### src/rtl/decode_stage_pkg.sv
// decode_stage_pkg: RV32I(M) opcode, funct, ALU, immediate and writeback encodings plus the control bundle type.
package decode_stage_pkg;

    localparam logic [6:0] OP_LUI    = 7'b0110111;
    localparam logic [6:0] OP_AUIPC  = 7'b0010111;
    localparam logic [6:0] OP_JAL    = 7'b1101111;
    localparam logic [6:0] OP_JALR   = 7'b1100111;
    localparam logic [6:0] OP_BRANCH = 7'b1100011;
    localparam logic [6:0] OP_LOAD   = 7'b0000011;
    localparam logic [6:0] OP_STORE  = 7'b0100011;
    localparam logic [6:0] OP_IMM    = 7'b0010011;
    localparam logic [6:0] OP_REG    = 7'b0110011;

    localparam logic [6:0] F7_BASE   = 7'b0000000;
    localparam logic [6:0] F7_ALT    = 7'b0100000;
    localparam logic [6:0] F7_MULDIV = 7'b0000001;

    localparam logic [2:0] F3_ADD  = 3'd0;
    localparam logic [2:0] F3_SLL  = 3'd1;
    localparam logic [2:0] F3_SLT  = 3'd2;
    localparam logic [2:0] F3_SLTU = 3'd3;
    localparam logic [2:0] F3_XOR  = 3'd4;
    localparam logic [2:0] F3_SR   = 3'd5;
    localparam logic [2:0] F3_OR   = 3'd6;

    localparam logic [4:0] ALU_ADD  = 5'd0;
    localparam logic [4:0] ALU_SUB  = 5'd1;
    localparam logic [4:0] ALU_SLL  = 5'd2;
    localparam logic [4:0] ALU_SLT  = 5'd3;
    localparam logic [4:0] ALU_SLTU = 5'd4;
    localparam logic [4:0] ALU_XOR  = 5'd5;
    localparam logic [4:0] ALU_SRL  = 5'd6;
    localparam logic [4:0] ALU_SRA  = 5'd7;
    localparam logic [4:0] ALU_OR   = 5'd8;
    localparam logic [4:0] ALU_AND  = 5'd9;
    localparam logic [4:0] ALU_LUI  = 5'd10;
    localparam logic [4:0] ALU_MUL  = 5'd11;

    localparam logic [2:0] IMM_U = 3'd0;
    localparam logic [2:0] IMM_J = 3'd1;
    localparam logic [2:0] IMM_S = 3'd2;
    localparam logic [2:0] IMM_B = 3'd3;
    localparam logic [2:0] IMM_I = 3'd4;

    localparam logic [1:0] WB_ALU = 2'd0;
    localparam logic [1:0] WB_MEM = 2'd1;
    localparam logic [1:0] WB_PC4 = 2'd2;

    typedef struct packed {
        logic       reg_write;
        logic       rs1_pc_sel;
        logic       rs2_imm_sel;
        logic       is_branch;
        logic       is_load;
        logic       is_store;
        logic       uncond;
        logic       is_muldiv;
        logic       illegal;
        logic [1:0] wb_sel;
        logic [2:0] imm_type;
    } ctrl_t;

    function automatic logic [4:0] alu_of_f3(input logic [2:0] f3, input logic alt);
        case (f3)
            F3_ADD:  return alt ? ALU_SUB : ALU_ADD;
            F3_SLL:  return ALU_SLL;
            F3_SLT:  return ALU_SLT;
            F3_SLTU: return ALU_SLTU;
            F3_XOR:  return ALU_XOR;
            F3_SR:   return alt ? ALU_SRA : ALU_SRL;
            F3_OR:   return ALU_OR;
            default: return ALU_AND;
        endcase
    endfunction

endpackage

### src/rtl/decode_stage_if.sv
// decode_stage_if: fetch-to-decode channel.
// Ports: instr, pc, valid (fetch -> decode), ready (decode -> fetch).
interface decode_stage_if #(parameter int XLEN = 32);
    logic [31:0]     instr;
    logic [XLEN-1:0] pc;
    logic            valid;
    logic            ready;
    modport master (output instr, pc, valid, input ready);
    modport slave  (input instr, pc, valid, output ready);
endinterface

### src/rtl/rv_decode_comb.sv
// rv_decode_comb: combinational RV32I(M) decoder producing the control bundle and illegal flag.
// Ports: instr_i (instruction word), ctrl_o (control bundle), alu_op_o (ALU operation code).
module rv_decode_comb
    import decode_stage_pkg::*;
#(
    parameter bit M_EXT    = 1'b1,
    parameter int ALU_OP_W = 5
) (
    input  logic [31:0]         instr_i,
    output ctrl_t               ctrl_o,
    output logic [ALU_OP_W-1:0] alu_op_o
);
    logic [6:0] opc, f7;
    logic [2:0] f3;
    logic [4:0] op;
    logic       bad;
    ctrl_t      c;
    logic       unused_fields;
    assign opc = instr_i[6:0];
    assign f3  = instr_i[14:12];
    assign f7  = instr_i[31:25];
    assign unused_fields = ^{instr_i[24:15], instr_i[11:7]};
    always_comb begin
        c   = '0;
        op  = ALU_ADD;
        bad = 1'b0;
        case (opc)
            OP_LUI:    begin c.reg_write = 1'b1; c.rs2_imm_sel = 1'b1; c.imm_type = IMM_U; op = ALU_LUI; end
            OP_AUIPC:  begin c.reg_write = 1'b1; c.rs1_pc_sel = 1'b1; c.rs2_imm_sel = 1'b1; c.imm_type = IMM_U; end
            OP_JAL:    begin c.reg_write = 1'b1; c.rs1_pc_sel = 1'b1; c.rs2_imm_sel = 1'b1; c.imm_type = IMM_J; c.uncond = 1'b1; c.wb_sel = WB_PC4; end
            OP_JALR:   begin c.reg_write = 1'b1; c.rs2_imm_sel = 1'b1; c.imm_type = IMM_I; c.uncond = 1'b1; c.wb_sel = WB_PC4; end
            OP_BRANCH: begin c.rs1_pc_sel = 1'b1; c.rs2_imm_sel = 1'b1; c.imm_type = IMM_B; c.is_branch = 1'b1; end
            OP_LOAD:   begin c.reg_write = 1'b1; c.rs2_imm_sel = 1'b1; c.imm_type = IMM_I; c.is_load = 1'b1; c.wb_sel = WB_MEM; end
            OP_STORE:  begin c.rs2_imm_sel = 1'b1; c.imm_type = IMM_S; c.is_store = 1'b1; end
            OP_IMM: begin
                c.reg_write = 1'b1;
                c.rs2_imm_sel = 1'b1;
                c.imm_type = IMM_I;
                // funct7 is only an opcode qualifier for shifts; ADDI etc. carry immediate bits there
                op = alu_of_f3(f3, f3 == F3_SR && f7 == F7_ALT);
                bad = (f3 == F3_SLL && f7 != F7_BASE) || (f3 == F3_SR && f7 != F7_BASE && f7 != F7_ALT);
            end
            OP_REG: begin
                c.reg_write = 1'b1;
                if (M_EXT && f7 == F7_MULDIV) begin
                    op = ALU_MUL + {2'b00, f3};
                    c.is_muldiv = 1'b1;
                end else begin
                    op = alu_of_f3(f3, f7 == F7_ALT);
                    bad = !(f7 == F7_BASE || (f7 == F7_ALT && (f3 == F3_ADD || f3 == F3_SR)));
                end
            end
            default: bad = 1'b1;
        endcase
        if (bad) begin
            c  = '0;
            op = '0;
        end
        c.illegal = bad;
    end
    assign ctrl_o   = c;
    assign alu_op_o = ALU_OP_W'(op);
endmodule

### src/rtl/decode_stage.sv
// decode_stage: registered RV32I(M) decode with valid/ready handshakes, flush and MUL/DIV issue interlock.
// Ports: clk_i/rst_i; fetch (instr/pc/valid in, ready out); flush_i; ex_ready_i;
//        ctrl_valid_o, instr_o, pc_o and the registered control bundle outputs.
module decode_stage
    import decode_stage_pkg::*;
#(
    parameter int XLEN        = 32,
    parameter bit M_EXT       = 1'b1,
    parameter int ALU_OP_W    = 5,
    parameter int MUL_LATENCY = 3,
    parameter int DIV_LATENCY = 32
) (
    input  logic                clk_i,
    input  logic                rst_i,
    decode_stage_if.slave       fetch,
    input  logic                flush_i,
    input  logic                ex_ready_i,
    output logic                ctrl_valid_o,
    output logic [31:0]         instr_o,
    output logic [XLEN-1:0]     pc_o,
    output logic                reg_write_en_o,
    output logic                rs1_pc_sel_o,
    output logic                rs2_imm_sel_o,
    output logic                is_branch_instr_o,
    output logic                is_load_instr_o,
    output logic                is_store_instr_o,
    output logic                unconditional_branch_o,
    output logic                is_muldiv_o,
    output logic                illegal_instr_o,
    output logic [1:0]          wb_sel_o,
    output logic [2:0]          imm_type_o,
    output logic [ALU_OP_W-1:0] alu_op_o
);
    localparam int MAX_LAT = MUL_LATENCY > DIV_LATENCY ? MUL_LATENCY : DIV_LATENCY;
    localparam int CNT_W   = MAX_LAT > 0 ? $clog2(MAX_LAT + 1) : 1;
    ctrl_t               ctrl_d, ctrl_q;
    logic [ALU_OP_W-1:0] alu_d, alu_q;
    logic [31:0]         instr_q;
    logic [XLEN-1:0]     pc_q;
    logic                valid_d, valid_q;
    logic [CNT_W-1:0]    cnt_d, cnt_q;
    logic                handoff, accept;
    rv_decode_comb #(.M_EXT(M_EXT), .ALU_OP_W(ALU_OP_W)) u_dec (
        .instr_i  (fetch.instr),
        .ctrl_o   (ctrl_d),
        .alu_op_o (alu_d)
    );
    assign handoff     = valid_q && ex_ready_i && !flush_i;
    assign fetch.ready = !flush_i && cnt_q == '0 && (!valid_q || ex_ready_i);
    assign accept      = fetch.valid && fetch.ready;
    // funct3[2] separates DIV/REM from MUL within the M group
    always_comb begin
        valid_d = accept || (valid_q && !handoff && !flush_i);
        cnt_d   = handoff && ctrl_q.is_muldiv ? (instr_q[14] ? CNT_W'(DIV_LATENCY) : CNT_W'(MUL_LATENCY))
                                              : cnt_q - CNT_W'(cnt_q != '0);
    end
    always_ff @(posedge clk_i or posedge rst_i) begin
        if (rst_i) begin
            valid_q <= 1'b0;
            cnt_q   <= '0;
            ctrl_q  <= '0;
            alu_q   <= '0;
            instr_q <= '0;
            pc_q    <= '0;
        end else begin
            valid_q <= valid_d;
            cnt_q   <= cnt_d;
            if (accept) begin
                ctrl_q  <= ctrl_d;
                alu_q   <= alu_d;
                instr_q <= fetch.instr;
                pc_q    <= fetch.pc;
            end
        end
    end
    assign ctrl_valid_o           = valid_q;
    assign instr_o                = instr_q;
    assign pc_o                   = pc_q;
    assign reg_write_en_o         = ctrl_q.reg_write;
    assign rs1_pc_sel_o           = ctrl_q.rs1_pc_sel;
    assign rs2_imm_sel_o          = ctrl_q.rs2_imm_sel;
    assign is_branch_instr_o      = ctrl_q.is_branch;
    assign is_load_instr_o        = ctrl_q.is_load;
    assign is_store_instr_o       = ctrl_q.is_store;
    assign unconditional_branch_o = ctrl_q.uncond;
    assign is_muldiv_o            = ctrl_q.is_muldiv;
    assign illegal_instr_o        = ctrl_q.illegal;
    assign wb_sel_o               = ctrl_q.wb_sel;
    assign imm_type_o             = ctrl_q.imm_type;
    assign alu_op_o               = alu_q;
endmodule

### src/flat_wrapper.sv
// flat-port wrapper written by rule: the top's interface ports become plain ports
module decode_stage_flat import decode_stage_pkg::*;
#(
    parameter int XLEN        = 32,
    parameter bit M_EXT       = 1'b1,
    parameter int ALU_OP_W    = 5,
    parameter int MUL_LATENCY = 3,
    parameter int DIV_LATENCY = 32
)
  (clk_i, rst_i, flush_i, ex_ready_i, ctrl_valid_o, instr_o, pc_o, reg_write_en_o, rs1_pc_sel_o, rs2_imm_sel_o, is_branch_instr_o, is_load_instr_o, is_store_instr_o, unconditional_branch_o, is_muldiv_o, illegal_instr_o, wb_sel_o, imm_type_o, alu_op_o, fetch_instr, fetch_pc, fetch_valid, fetch_ready);
  decode_stage_if #(.XLEN(XLEN)) fetch_i ();
  input  logic clk_i;
  input  logic rst_i;
  input  logic flush_i;
  input  logic ex_ready_i;
  output logic ctrl_valid_o;
  output logic [31:0] instr_o;
  output logic [XLEN-1:0] pc_o;
  output logic reg_write_en_o;
  output logic rs1_pc_sel_o;
  output logic rs2_imm_sel_o;
  output logic is_branch_instr_o;
  output logic is_load_instr_o;
  output logic is_store_instr_o;
  output logic unconditional_branch_o;
  output logic is_muldiv_o;
  output logic illegal_instr_o;
  output logic [1:0] wb_sel_o;
  output logic [2:0] imm_type_o;
  output logic [ALU_OP_W-1:0] alu_op_o;
  input wire logic [$bits(fetch_i.instr)-1:0] fetch_instr;
  input wire logic [$bits(fetch_i.pc)-1:0] fetch_pc;
  input wire logic [$bits(fetch_i.valid)-1:0] fetch_valid;
  output wire logic [$bits(fetch_i.ready)-1:0] fetch_ready;
  assign fetch_i.instr = fetch_instr;
  assign fetch_i.pc = fetch_pc;
  assign fetch_i.valid = fetch_valid;
  assign fetch_ready = fetch_i.ready;
  decode_stage #(.XLEN(XLEN), .M_EXT(M_EXT), .ALU_OP_W(ALU_OP_W), .MUL_LATENCY(MUL_LATENCY), .DIV_LATENCY(DIV_LATENCY)) u_core (.clk_i(clk_i), .rst_i(rst_i), .fetch(fetch_i), .flush_i(flush_i), .ex_ready_i(ex_ready_i), .ctrl_valid_o(ctrl_valid_o), .instr_o(instr_o), .pc_o(pc_o), .reg_write_en_o(reg_write_en_o), .rs1_pc_sel_o(rs1_pc_sel_o), .rs2_imm_sel_o(rs2_imm_sel_o), .is_branch_instr_o(is_branch_instr_o), .is_load_instr_o(is_load_instr_o), .is_store_instr_o(is_store_instr_o), .unconditional_branch_o(unconditional_branch_o), .is_muldiv_o(is_muldiv_o), .illegal_instr_o(illegal_instr_o), .wb_sel_o(wb_sel_o), .imm_type_o(imm_type_o), .alu_op_o(alu_op_o));
endmodule
### config.mk
export PLATFORM = sky130hd
export DESIGN_NAME = decode_stage_flat
export DESIGN_NICKNAME = d
export VERILOG_FILES = /design/src/rtl/decode_stage_pkg.sv /design/src/rtl/decode_stage_if.sv /design/src/rtl/rv_decode_comb.sv /design/src/rtl/decode_stage.sv /design/src/flat_wrapper.sv
export SDC_FILE = /design/constraint.sdc
export NUM_CORES = 1
export LEC_CHECK = 0
export ABC_CLOCK_PERIOD_IN_PS = 4400
export CELL_PAD_IN_SITES_DETAIL_PLACEMENT = 1
export CELL_PAD_IN_SITES_GLOBAL_PLACEMENT = 1
export CORE_AREA = 8 8 124 103
export CTS_BUF_LIST = sky130_fd_sc_hd__clkbuf_8
export DETAILED_ROUTE_END_ITERATION = 8
export DIE_AREA = 0 0 132 111
export PLACE_DENSITY = 0.92
export REMOVE_ABC_BUFFERS = 1
export SLEW_MARGIN = 20
export SYNTH_ARGS = -nofsm -noshare
export SYNTH_HDL_FRONTEND = slang
export SYNTH_SLANG_ARGS = --single-unit
export TNS_END_PERCENT = 30
### constraint.sdc
create_clock -name clk_i -period 4.4 [get_ports clk_i]
set_input_delay 0.44 -clock clk_i [delete_from_list [all_inputs] [get_ports clk_i]]
set_output_delay 0.44 -clock clk_i [all_outputs]
set_load 0.02 [all_outputs]
== Yosys cells after proc, flatten, opt, wreduce, memory -nomap -nowiden ==
Index checks and enable logic that the tools add are counted.

* Bits in read-only memories: 0
* Flip-flop bits (word level): 90
* Bits in writable memories: 0
* Output and inout port bits: 85
* Bits in latches: 0
* Input bits: 69
* Word-level logic and storage cells: 94
* Memories kept: 0

* $mul: 0
* Multiplexer cells: 25
* Reduce and logical (&&, ||, !) cells: 33
* Equality and inequality tests: 18
* Div/mod/pow operators: 0
* Add/subtract/negate cells: 2
* Order comparisons: 0
* Shifts and indexed selects: 0
* Bitwise operators: 0

{| class="wikitable"
|+ Operators by type and width
! operator !! number
|-
| $pmux W4 S7 || 2
|-
| $eq A7 B6 Y1 const B || 4
|-
| $eq A7 B7 Y1 const B || 3
|-
| $pmux W5 S3 || 1
|-
| $eq A7 B5 Y1 const B || 2
|-
| $mux W1 || 14
|-
| $mux W14 || 1
|-
| $reduce_or A7 Y1 || 2
|-
| $logic_and A1 B1 Y1 || 13
|-
| $mux W6 || 2
|-
| $pmux W3 S4 || 1
|-
| $mux W5 || 2
|-
| $eq A3 B3 Y1 const B || 3
|-
| $reduce_or A8 Y1 || 1
|-
| $eq A7 B1 Y1 const B || 1
|-
| $eq A7 B2 Y1 const B || 1
|-
| $logic_not A7 Y1 || 1
|-
| $ne A7 B6 Y1 const B || 1
|-
| $reduce_bool A7 Y1 || 1
|-
| $eq A3 B2 Y1 const B || 2
|-
| $logic_not A6 Y1 || 1
|-
| $reduce_bool A6 Y1 || 1
|-
| $reduce_or A3 Y1 || 2
|-
| $sub A6 B1 Y6 || 1
|-
| other kinds (8) || 15
|}

== Depth between registers and ports, before layout ==
* Word-level depth: 8
* Depth in mapped cells: 7
* Mapped depth without buffers: 7

== Hierarchy ==
From an unflattened synthesis, not the netlist that was laid out.

* Cells, all modules: 309
* Area, all modules: 4,514.3 sq um

{| class="wikitable"
|+ Modules (own cells, without submodules)
! module !! seq. area each (sq um) !! area an instance (sq um) !! instances !! cells each
|-
| decode_stage || 2,252.2 || 3,833.7 || 1 || 215
|-
| rv_decode_comb || 0.0 || 680.7 || 1 || 94
|}

== Worst setup path before layout ==
Ideal clock, no wire load.

* Kind: input -> register
* Start: in fetch_instr[13]
* End: reg u_core.ctrl_q, in the netlist u_core.imm_type_o[0]
* Required time: 4.332 ns
* Stages on the path: 7
* Setup time: 0.068 ns
* Buffers on the path: 0
* Arrival: 1.931 ns
* Path slack: 2.401 ns
* Path through: inv_1 ha_1 nand2_1 a21o_1 a41o_4 nor4_4 a32o_1

* Word-level cells in the longest chain between the ends: 8
* Elaborated cells between the ends (all ways): 14
* Classes of those cells: eq/ne: 2; mux: 3; reduce/logical: 9

{| class="wikitable"
|+ RTL lines
! item !! line !! text
|-
| from (decl) || flat_wrapper.sv:31 || <nowiki>input wire logic [$bits(fetch_i.instr)-1:0] fetch_instr;</nowiki>
|-
| $eq A3 B3 Y1 or $logic_not A3 Y1 (tied branches) || rv_decode_comb.sv:41, rv_decode_comb.sv:50 ||
|-
| $logic_or A1 B1 Y1 || rv_decode_comb.sv:50 || <nowiki>bad = !(f7 == F7_BASE || (f7 == F7_ALT && (f3 == F3_ADD || f3 == F3_SR)));</nowiki>
|-
| $logic_and A1 B1 Y1 || rv_decode_comb.sv:50 ||
|-
| $logic_or A1 B1 Y1 || rv_decode_comb.sv:50 ||
|-
| $logic_not A1 Y1 || rv_decode_comb.sv:50 ||
|-
| $mux W1 || rv_decode_comb.sv:45 || <nowiki>if (M_EXT && f7 == F7_MULDIV) begin</nowiki>
|-
| $pmux W1 S3 (*) || rv_decode_comb.sv:27 || <nowiki>case (opc)</nowiki>
|-
| $mux W14 (*) || rv_decode_comb.sv:55 || <nowiki>if (bad) begin</nowiki>
|-
| to (signal assigned) || decode_stage.sv:69 || <nowiki>ctrl_q <= ctrl_d;</nowiki>
|-
| to (decl) || decode_stage.sv:36 || <nowiki>ctrl_t ctrl_d, ctrl_q;</nowiki>
|}

Mark *: on every way between the ends. The rest lies on a longest branch, timed or not.
A chain may end at the register's enable or synchronous reset.

== Worst setup path after layout ==
Same ends and word-level chain as after synthesis.

==> flow_summary.toml <==
[clock_tree]
cts_sinks = 89
post_cts_resized = 0
cts_max_level = 3
clkTransAtPathRegs_ps = 80
clkLatencyLatePin_ps = 360
root_buffer = "clkbuf_8"
post_cts_buffers = 0
cts_tree = "done"
numCtsBuffers = 9
clockBufferDepth = 2
ctsHoldBuffers = 0

[logic_synthesis]
synth_edf_count = 0
yosysSeqAreaShare_pct = 56.2
yosysMostFrequentCell = "dfrtp_1"
ys_top_cells_by_area = "dfrtp_1 56%, mux2_2 18%, ha_1 2.5%"
syn_inst = 308
synth_top_area_cell = "dfrtp_1"
syn_area_um2 = 3970
syn-mean-instance-area_um2 = 12.9
synth_top_area_share_pct = 56.2
synth_seq_cells = 89
synth-warning-count = 0
synthArstFlopShare_pct = 100
netlist_top_cells_count = "89 x dfrtp_1, 62 x mux2_2, 21 x nand2_1"
synth-main-ff-cell = "dfrtp_1"
synth.distinct_cells = 47

[setup_path]
cp_max_fo = 9
cp_slowest_stage_delay_ps = 520
crit_family = "compound AO/OA/AOI/OAI gates"
crit_type = "primary input to flip-flop"
crit_path_start_kind = "primary input"
critPathBufInv = 2
crit_chain = "clkdlybuf4s50_1 > inv_1 > ha_1 > nand2_1 > a21o_1 > a41o_4 > nor4_4 > a32o_1"
arrival_ps = 2780
required_ps = 4680
worstSetupEndpointType = "flip-flop"
cp_slowest_cell = "nor4_4"
reg2reg_slack_ps = 2250

[layout]
drive_gt1_share_pct = 18.4
finalInstanceArea_um2 = 5800
num-fill-cells = 1080
final_nets = 534
area_delta_synth_final_pct = 46.3
n_antenna_cell = 0

[global_routing]
grt_overflow = 0
grt_usage_pct = 16.2
grt_max_degree = 91
grt_pass1_vias = 3439
grt_antenna_before_repair = 0
grt_pass1_wl_um = 19000

[route]
wirelength_um = 11700
drt_iter0_markers = 102
dr.pass1.iters = 4
vias = 3011
routedWlPerCell_um = 19.4
ant_nets = 0
drc = 0
via_per_inst = 4.98

[timing]
min_period_ps = 2500
setup_viol = 0
fin_setup_tns_ps = 0
min_period_over_period_pct = 56.9
final_hold_viol_count = 0
slew_violations = 0
fmax_ghz = 0.399
clock_skew_ps = 14.6
slew_headroom_pct = 30.7
rsz0062_at_grt = "false"
tightest_slew_ps = 1040

[flow_run]
maxCapViolCount = 0

[floorplanning]
row_count = 34
die_x_um = 132
start_util_pct = 37.1
core_um2 = 10700
die_h_um = 111
io_pins = 154
dieArea_um2 = 14700

[placed_design]
gp_congestion = 0.808
portBuffers = 153
dpl_cell_area_um2 = 5620
place_hpwl_um = 9080

[pwr]
irDropWorstVdd_mv = 0.178
leakage_nw = 2.63
cellPowerDensity_nw_per_um2 = 252

[status]
status = "finished clean"

[worst_hold_path]
min_path_type = "flip-flop to flip-flop"
metrics by stage:
step                      hold slack, ps  power [mW]  util [%]  setup slack, ps  instances
after detailed placement             471       0.960      52.7             1580        590
after floorplan                      528       0.872         -             -435        291
after global placement               465       0.955      52.7             1710        590
final                                482        1.46      54.3             1900        605
after global routing                 526        1.52      54.3             1740        605
after CTS                            489        1.48      54.3             1820        605
report_power, final:
group,internal (mW),leakage (nW),switching (mW),total [mW]
Sequential,0.817,1.22,0,0.817
Clock,0.252,0.0989,0.265,0.517
Combinational,0.0676,1.30,0.0575,0.125
area by class of cell:
| class | count | area (µm²) | share of cell area, % |
|---|---|---|---|
| Timing Repair Buffer | 155 | 1550 | 26.7 |
| Clock buffer | 9 | 124 | 2.14 |
| Clock inverter | 6 | 53.8 | 0.927 |
| Inverter | 9 | 35.0 | 0.604 |
| Sequential cell | 89 | 2230 | 38.4 |
| Tap cell | 144 | 180 | 3.11 |
| Multi-Input combinational cell | 193 | 1640 | 28.2 |
cell families after synthesis:
family	Yosys count	synth area share, %
multiplexers	64	18.1
AO/OA/AOI/OAI	45	9.12
buffers and inverters	26	2.62
XOR/XNOR	5	1.10
adder cells (fa/ha/maj)	8	2.52
AND/OR/NAND/NOR	71	10.4
flip-flops	89	56.2
metal layers:
layer  share of wire [%]  wire length [µm]  vias to the layer above  global-route usage (%)
met2                  51              5970                      107                    28.1
met1                  37              4380                     1498                    16.8
met5                   0                 0                        -                       0
li1                    -                 -                     1394                       -
met4                 1.1               132                        0                    4.13
met3                  10              1220                       12                    8.74
sequential cells by signal, summed over array words and instances (netlist names):
signal and cells:
u_core.wb_sel_o 1, u_core.instr_o 32, u_core.cnt_q 6, u_core.ctrl_valid_o 1
u_core.rs2_imm_sel_o 1, u_core.is_branch_instr_o 1, u_core.alu_op_o 5, u_core.reg_write_en_o 1
u_core.imm_type_o 3, u_core.is_store_instr_o 1, u_core.pc_o 32, u_core.illegal_instr_o 1
u_core.is_load_instr_o 1, u_core.unconditional_branch_o 1, u_core.is_muldiv_o 1, u_core.rs1_pc_sel_o 1
worst paths after layout:
| kind | from | end | depth (start not counted) |
|---|---|---|---|
| worst max-delay path | fetch_instr[13] | u_core.imm_type_o[0]$_DFFE_PP0P_ | 8 |
| worst max register to register | u_core.cnt_q[1]$_DFF_PP0_ | u_core.imm_type_o[0]$_DFFE_PP0P_ | 5 |
| worst min register to register | u_core.instr_o[5]$_DFFE_PP0P_ | u_core.instr_o[5]$_DFFE_PP0P_ | 2 |
| min in group asynchronous | rst_i | u_core.instr_o[7]$_DFFE_PP0P_ | 2 |
| worst min-delay path | u_core.instr_o[5]$_DFFE_PP0P_ | u_core.instr_o[5]$_DFFE_PP0P_ | 2 |
| max in group asynchronous | rst_i | u_core.alu_op_o[2]$_DFFE_PP0P_ | 3 |
worst min-delay path: cells and delay by family, from the launching register on:
kind	cells	cell delay (ps)
compound gates	1	60
simple gates	1	50
flops	1	350
placed cells by master (no fill, tap or decap), types with 4 or more instances in the layout:
cell / synthesis / final
nor2_1: 13 / 13
clkdlybuf4s50_1: 0 / 153
clkbuf_8: 0 / 9
a22o_1: 10 / 10
dfrtp_1: 89 / 89
o21ai_0: 11 / 11
ha_1: 8 / 8
inv_1: 9 / 11
nor3_1: 5 / 5
nand2_1: 21 / 21
mux2_2: 62 / 62
nand2b_1: 7 / 7
nor2b_1: 4 / 4
(Power assumes the default switching activity.)
==> variant 1 (config.mk and constraints unchanged) <==
`ALU_OP_W` is set to 5 in 3 places; all go to 6.
--- a/src/rtl/rv_decode_comb.sv
+++ b/src/rtl/rv_decode_comb.sv
@@ -4,7 +4,7 @@
     import decode_stage_pkg::*;
 #(
     parameter bit M_EXT    = 1'b1,
-    parameter int ALU_OP_W = 5
+    parameter int ALU_OP_W = 6
 ) (
     input  logic [31:0]         instr_i,
     output ctrl_t               ctrl_o,
--- a/src/rtl/decode_stage.sv
+++ b/src/rtl/decode_stage.sv
@@ -6,7 +6,7 @@
 #(
     parameter int XLEN        = 32,
     parameter bit M_EXT       = 1'b1,
-    parameter int ALU_OP_W    = 5,
+    parameter int ALU_OP_W    = 6,
     parameter int MUL_LATENCY = 3,
     parameter int DIV_LATENCY = 32
 ) (
--- a/src/flat_wrapper.sv
+++ b/src/flat_wrapper.sv
@@ -3,7 +3,7 @@
 #(
     parameter int XLEN        = 32,
     parameter bit M_EXT       = 1'b1,
-    parameter int ALU_OP_W    = 5,
+    parameter int ALU_OP_W    = 6,
     parameter int MUL_LATENCY = 3,
     parameter int DIV_LATENCY = 32
 )
Ports: changed (resized alu_op_o); port bits go from 154 to 155. The function was not compared with the original's and may differ.
==> variant 1 against the unedited design <==
Clock power is essentially flat; final cell count shrank 1.2%; largest power group unchanged; sequential share of layout area grew 0.22 points; sequential cell count is the same; power shrank 0.50%; critical path type unchanged; worst setup slack lost 470 ps; final area shrank 0.58%; first-iteration DRC count is the same; synthesized area shrank 0.79%; hold slack gained 5.4 ps; wire length shrank 2.2%; register-to-register slack lost 220 ps.
==> variant 1: results (changes against the unedited design) <==
[metrics] maximum root-to-sink buffer count: 2 (unchanged)
[metrics] clock-pin slew on the worst setup and hold paths: roughly 90 ps
[metrics] post-detail-place hpwl: 8.618 mm (-5.0%)
[metrics] # fillers: 1093 (+1.2%)
[metrics] number of buffers created by CTS: 9 (unchanged)
[metrics] worst-path maximum fanout: 13 (+4)
[metrics] hold path startpoint: u_core.instr_o[13]
[metrics] Skew-Pair Late Insertion Delay: 350 ps
[metrics] launch point of the critical path: fetch_instr[12]
[metrics] Relative slew margins: 46.43% (+16 points)
[metrics] async set-or-reset flop fraction in the synthesized netlist: 100.0% (unchanged)
[metrics] Final Setup Violations: 0 (unchanged)
[metrics] top post-synthesis cells by area: dfrtp_1, mux2_2, a22o_1
[metrics] Warnings, synthesis: 0 (unchanged)
[metrics] number of antenna violations at the first check in global routing: 0 (unchanged)
[metrics] clock tree root driver cell: clkbuf_8
[metrics] total number of H-tree levels: 3 (unchanged)
[metrics] leakage power: 2.563 nW (-2.4%)
[metrics] placer's final routability congestion estimate: 0.7620 (-5.7%)
[metrics] worst-case clock skew: 9.328 ps (-5.250 ps)
[metrics] most used flip-flop cell after synthesis: dfrtp_1
[metrics] share of cells above drive strength 1: 19.16% (+0.72 points)
[metrics] top cells by instance count after synthesis: dfrtp_1, mux2_2, nand2_1
[metrics] endpoint of the most critical setup path: u_core.is_store_instr_o
[metrics] via-per-instance ratio: 5.062 (+1.7%)
[metrics] share of synthesized area occupied by flip-flops and latches: 56.60% (+0.45 points)
[metrics] number of library cell types mapped by synthesis: 51 (+8.5%)
[metrics] slowest library cell on the worst path: nor4_4
[metrics] total length of routed wires: 11.45 mm (-2.2%)
[metrics] maximum number of pins on one net before global-route repair: 90 (-1.1%)
[metrics] outcome: finished, final reports clean
[metrics] worst voltage drop across the vdd grid: 0.1431 mV (-20%)
[metrics] start of the worst register-to-register path: u_core.cnt_q[3]
[metrics] cell class contributing the biggest share of worst-path delay: simple AND/OR/NAND/NOR gates
[metrics] Crit path arrival time: 3260 ps (+480 ps)
[metrics] GRT Total Usage: 16.02% (-0.21 points)
[metrics] total iterations of the first detailed-routing run: 4 (unchanged)
[metrics] number of diodes added for antenna fixing: 0 (unchanged)
[metrics] initial drt markers: 102 (unchanged)
[metrics] peak per-stage delay on the critical path: 650 ps (+130 ps)
[metrics] reg-to-reg setup timing slack: 2030 ps (-220 ps)
[metrics] number of global-route vias before repair: 3506 (+1.9%)
[metrics] buffers inserted by post-CTS timing repair: 0 (unchanged)
[metrics] Net count, final: 526 (-1.5%)
[metrics] post_cts resized: 0 (unchanged)
[metrics] first-pass GRT wire length: 19.13 mm (+0.80%)
variant 1: metrics by stage:
step | instances | area [sq um] | setup WS (ps) | util (%) | hold WS [ps]
after floorplan | 283 | 3849 | 126.5 | - | 496.6
after global routing | 598 | 5768 | 1264 | 54.02 | 533.2
after global placement | 582 | 5590 | 1242 | 52.36 | 471.1
after CTS | 598 | 5766 | 1458 | 54.00 | 494.4
after detailed placement | 582 | 5590 | 1128 | 52.36 | 472.9
final | 598 | 5768 | 1431 | 54.02 | 487.0
variant 1: worst min-delay path by stage:
stage	end	slack, ps	cells after the start
floorplan	u_core.cnt_q[4]	500	2
global route	u_core.instr_o[13]	530	2
CTS	u_core.instr_o[13]	490	2
detailed placement	u_core.instr_o[13]	470	2
finish	u_core.instr_o[13]	490	2
global placement	u_core.instr_o[6]	470	2
variant 1: cell type report:
| cell class | count | share of cell area (%) |
|---|---|---|
| flip-flops and latches | 89 | 38.61 |
| multi-input cells | 183 | 27.61 |
| repair buffers | 155 | 26.81 |
| well taps | 144 | 3.124 |
| clock buffers | 9 | 2.148 |
| clock inverters | 7 | 0.8894 |
| inverters | 11 | 0.8026 |
variant 1: worst min-delay path: stages (launching register included):
cell,delay (ps)
dfrtp_1,350
nand2_1,50
o21ai_0,60
variant 1: routing by layer:
metal	global-route usage (%)	part of all wire (%)
met3	8.786	10
met1	17.76	40
met2	26.01	49
met4	4.507	1.1
met5	0	0
variant 1: kinds of logic after synthesis:
group / count (synthesis) / share of synthesized area [%]
AND/OR/NAND/NOR: 60 / 9.062
other: 1 / 0.09530
AO/OA/AOI/OAI: 47 / 9.635
XOR/XNOR: 4 / 0.8905
flip-flops: 89 / 56.60
adder cells (fa/ha/maj): 8 / 2.544
buffers and inverters: 27 / 3.243
multiplexers: 63 / 17.93
variant 1: power breakdown:
| group | leakage, nW | internal (mW) | switching [mW] |
|---|---|---|---|
| Sequential | 1.22 | 0.817 | 0.000000703 |
| Combinational | 1.25 | 0.0653 | 0.0539 |
| Clock | 0.0864 | 0.209 | 0.306 |
==> variant 2 (same flow settings) <==
Made on the original files. Reset style: synchronous (`rst_i`), changed in one clocked block.
--- a/src/rtl/decode_stage.sv
+++ b/src/rtl/decode_stage.sv
@@ -54,7 +54,7 @@
         cnt_d   = handoff && ctrl_q.is_muldiv ? (instr_q[14] ? CNT_W'(DIV_LATENCY) : CNT_W'(MUL_LATENCY))
                                               : cnt_q - CNT_W'(cnt_q != '0);
     end
-    always_ff @(posedge clk_i or posedge rst_i) begin
+    always_ff @(posedge clk_i) begin
         if (rst_i) begin
             valid_q <= 1'b0;
             cnt_q   <= '0;
Behaviour: differs if rst_i is asserted again (counterexample within 4 cycles, from zero or initial values and one cycle with rst_i high); with rst_i held inactive, the same outputs for 4 cycles.
==> variant 2 against the unedited design <==
Synthesized area is 5.0% lower; worst setup slack lost 280 ps; highest routed layer unchanged; hold slack got worse by 25 ps; final area fell by 4.3%; global-route usage is 1.2 points higher; wire length increased by 10%; sequential cell count unchanged; critical path type is now reg2reg; critical path depth fell by 2; first-iteration DRC count grew 55%; clock skew fell by 6.1 ps.
Power is not compared: it rests on default switching activity, and its combinational part moved more than twofold at a synthesized area within 25%.
==> variant 2: results (changes against the unedited design) <==
[metrics] number of library cell types mapped by synthesis: 50 (+6.4%)
[metrics] first-pass GRT wire length: 21.00 mm (+11%)
[metrics] maximum root-to-sink buffer count: 2 (unchanged)
[metrics] GRT Total Usage: 17.45% (+1.2 points)
[metrics] post-detail-place hpwl: 9.771 mm (+7.7%)
[metrics] top cells by instance count after synthesis: nand2_1, dfxtp_1, a21oi_1
[metrics] share of synthesized area occupied by flip-flops and latches: 47.29% (-8.9 points)
[metrics] multi-input combinational cell area: 1792 sq um (+9.6%)
[metrics] setup slack at placement: 1346 ps (-237.9 ps)
[metrics] maximum number of pins on one net before global-route repair: 53 (-42%)
[metrics] top post-synthesis cells by area: dfxtp_1, nand2_1, a21oi_1
[metrics] total length of routed wires: 12.90 mm (+10%)
[metrics] Net count, final: 684 (+28%)
[metrics] Sink Count: 89 (unchanged)
[metrics] via-per-instance ratio: 4.938 (-0.79%)
[metrics] final std cells w/o fill: 755 (+25%)
[metrics] # fillers: 1259 (+17%)
[metrics] share of cells above drive strength 1: 4.746% (-14 points)
[metrics] number of multi-input logic gates: 341 (+77%)
[metrics] Crit path arrival time: 3060 ps (+280 ps)
[metrics] non-clock inverter count: 10 (+1)
[metrics] sequential share of cell area: 32.10% (-6.3 points)
[metrics] placer's final routability congestion estimate: 0.9168 (+13%)
[metrics] clk_buf instances: 10 (+1)
[metrics] outcome: finished, final reports clean
[metrics] Finished Core Util: 51.98% (-2.4 points)
[metrics] worst-case clock skew: 8.501 ps (-6.077 ps)
[metrics] async set-or-reset flop fraction in the synthesized netlist: 0% (-100 points)
[metrics] worst-margin pin slew: 1013 ps (-26.95 ps)
[metrics] number of cells produced by synthesis: 472 (+53%)
[metrics] worst-path maximum fanout: 52 (+43)
[metrics] initial drt markers: 158 (+55%)
-- variant 2: metrics by stage --
step | hold WS, ps | power (mW)
after floorplan | 480.0 | 1.322
after global placement | 439.3 | 1.604
after detailed placement | 444.8 | 1.641
after CTS | 456.0 | 2.256
after global routing | 475.3 | 2.354
final | 456.8 | 2.220
-- variant 2: power breakdown --
group	internal [mW]	switching (mW)	leakage, nW
combinational	0.303	0.371	1.09
clock	0.328	0.276	0.115
sequential	0.890	0.0520	0.721
-- variant 2: final timing paths --
path                                           end  slack (ps)  cells after the start               start
worst min-delay path            u_core.alu_op_o[2]         460                      2  u_core.alu_op_o[2]
worst max-delay path               u_core.pc_o[24]        1610                      6     u_core.cnt_q[3]
worst min register to register  u_core.alu_op_o[2]         460                      2  u_core.alu_op_o[2]
worst max register to register     u_core.pc_o[24]        1610                      6     u_core.cnt_q[3]
-- variant 2: worst max-delay path: stages (launching register included) --
cell,delay [ps]
dfxtp_1,350
or3_4,430
a2111oi_4,460
and2_2,900
buf_4,360
nand2_1,80
a21oi_1,130
-- variant 2: logic make-up (layout without fill, tap and decap cells) --
family,after synthesis,after routing,synth area share [%]
AND/OR/NAND/NOR,211,211,24.94
AO/OA/AOI/OAI,115,115,18.10
flip-flops,89,89,47.29
buffers and inverters,42,181,5.247
adder cells (fa/ha/maj),8,8,2.657
XOR/XNOR,4,4,0.9301
multiplexers,3,3,0.8303
-- variant 2: per-layer routing --
layer  up-vias  GRT usage (%)  share of wire, %
li1       1855              -                 -
met5         -              0                 0
met2       107          30.22                49
met3        20          6.839               7.4
met1      1746          18.90                42
met4         0          6.417               1.8
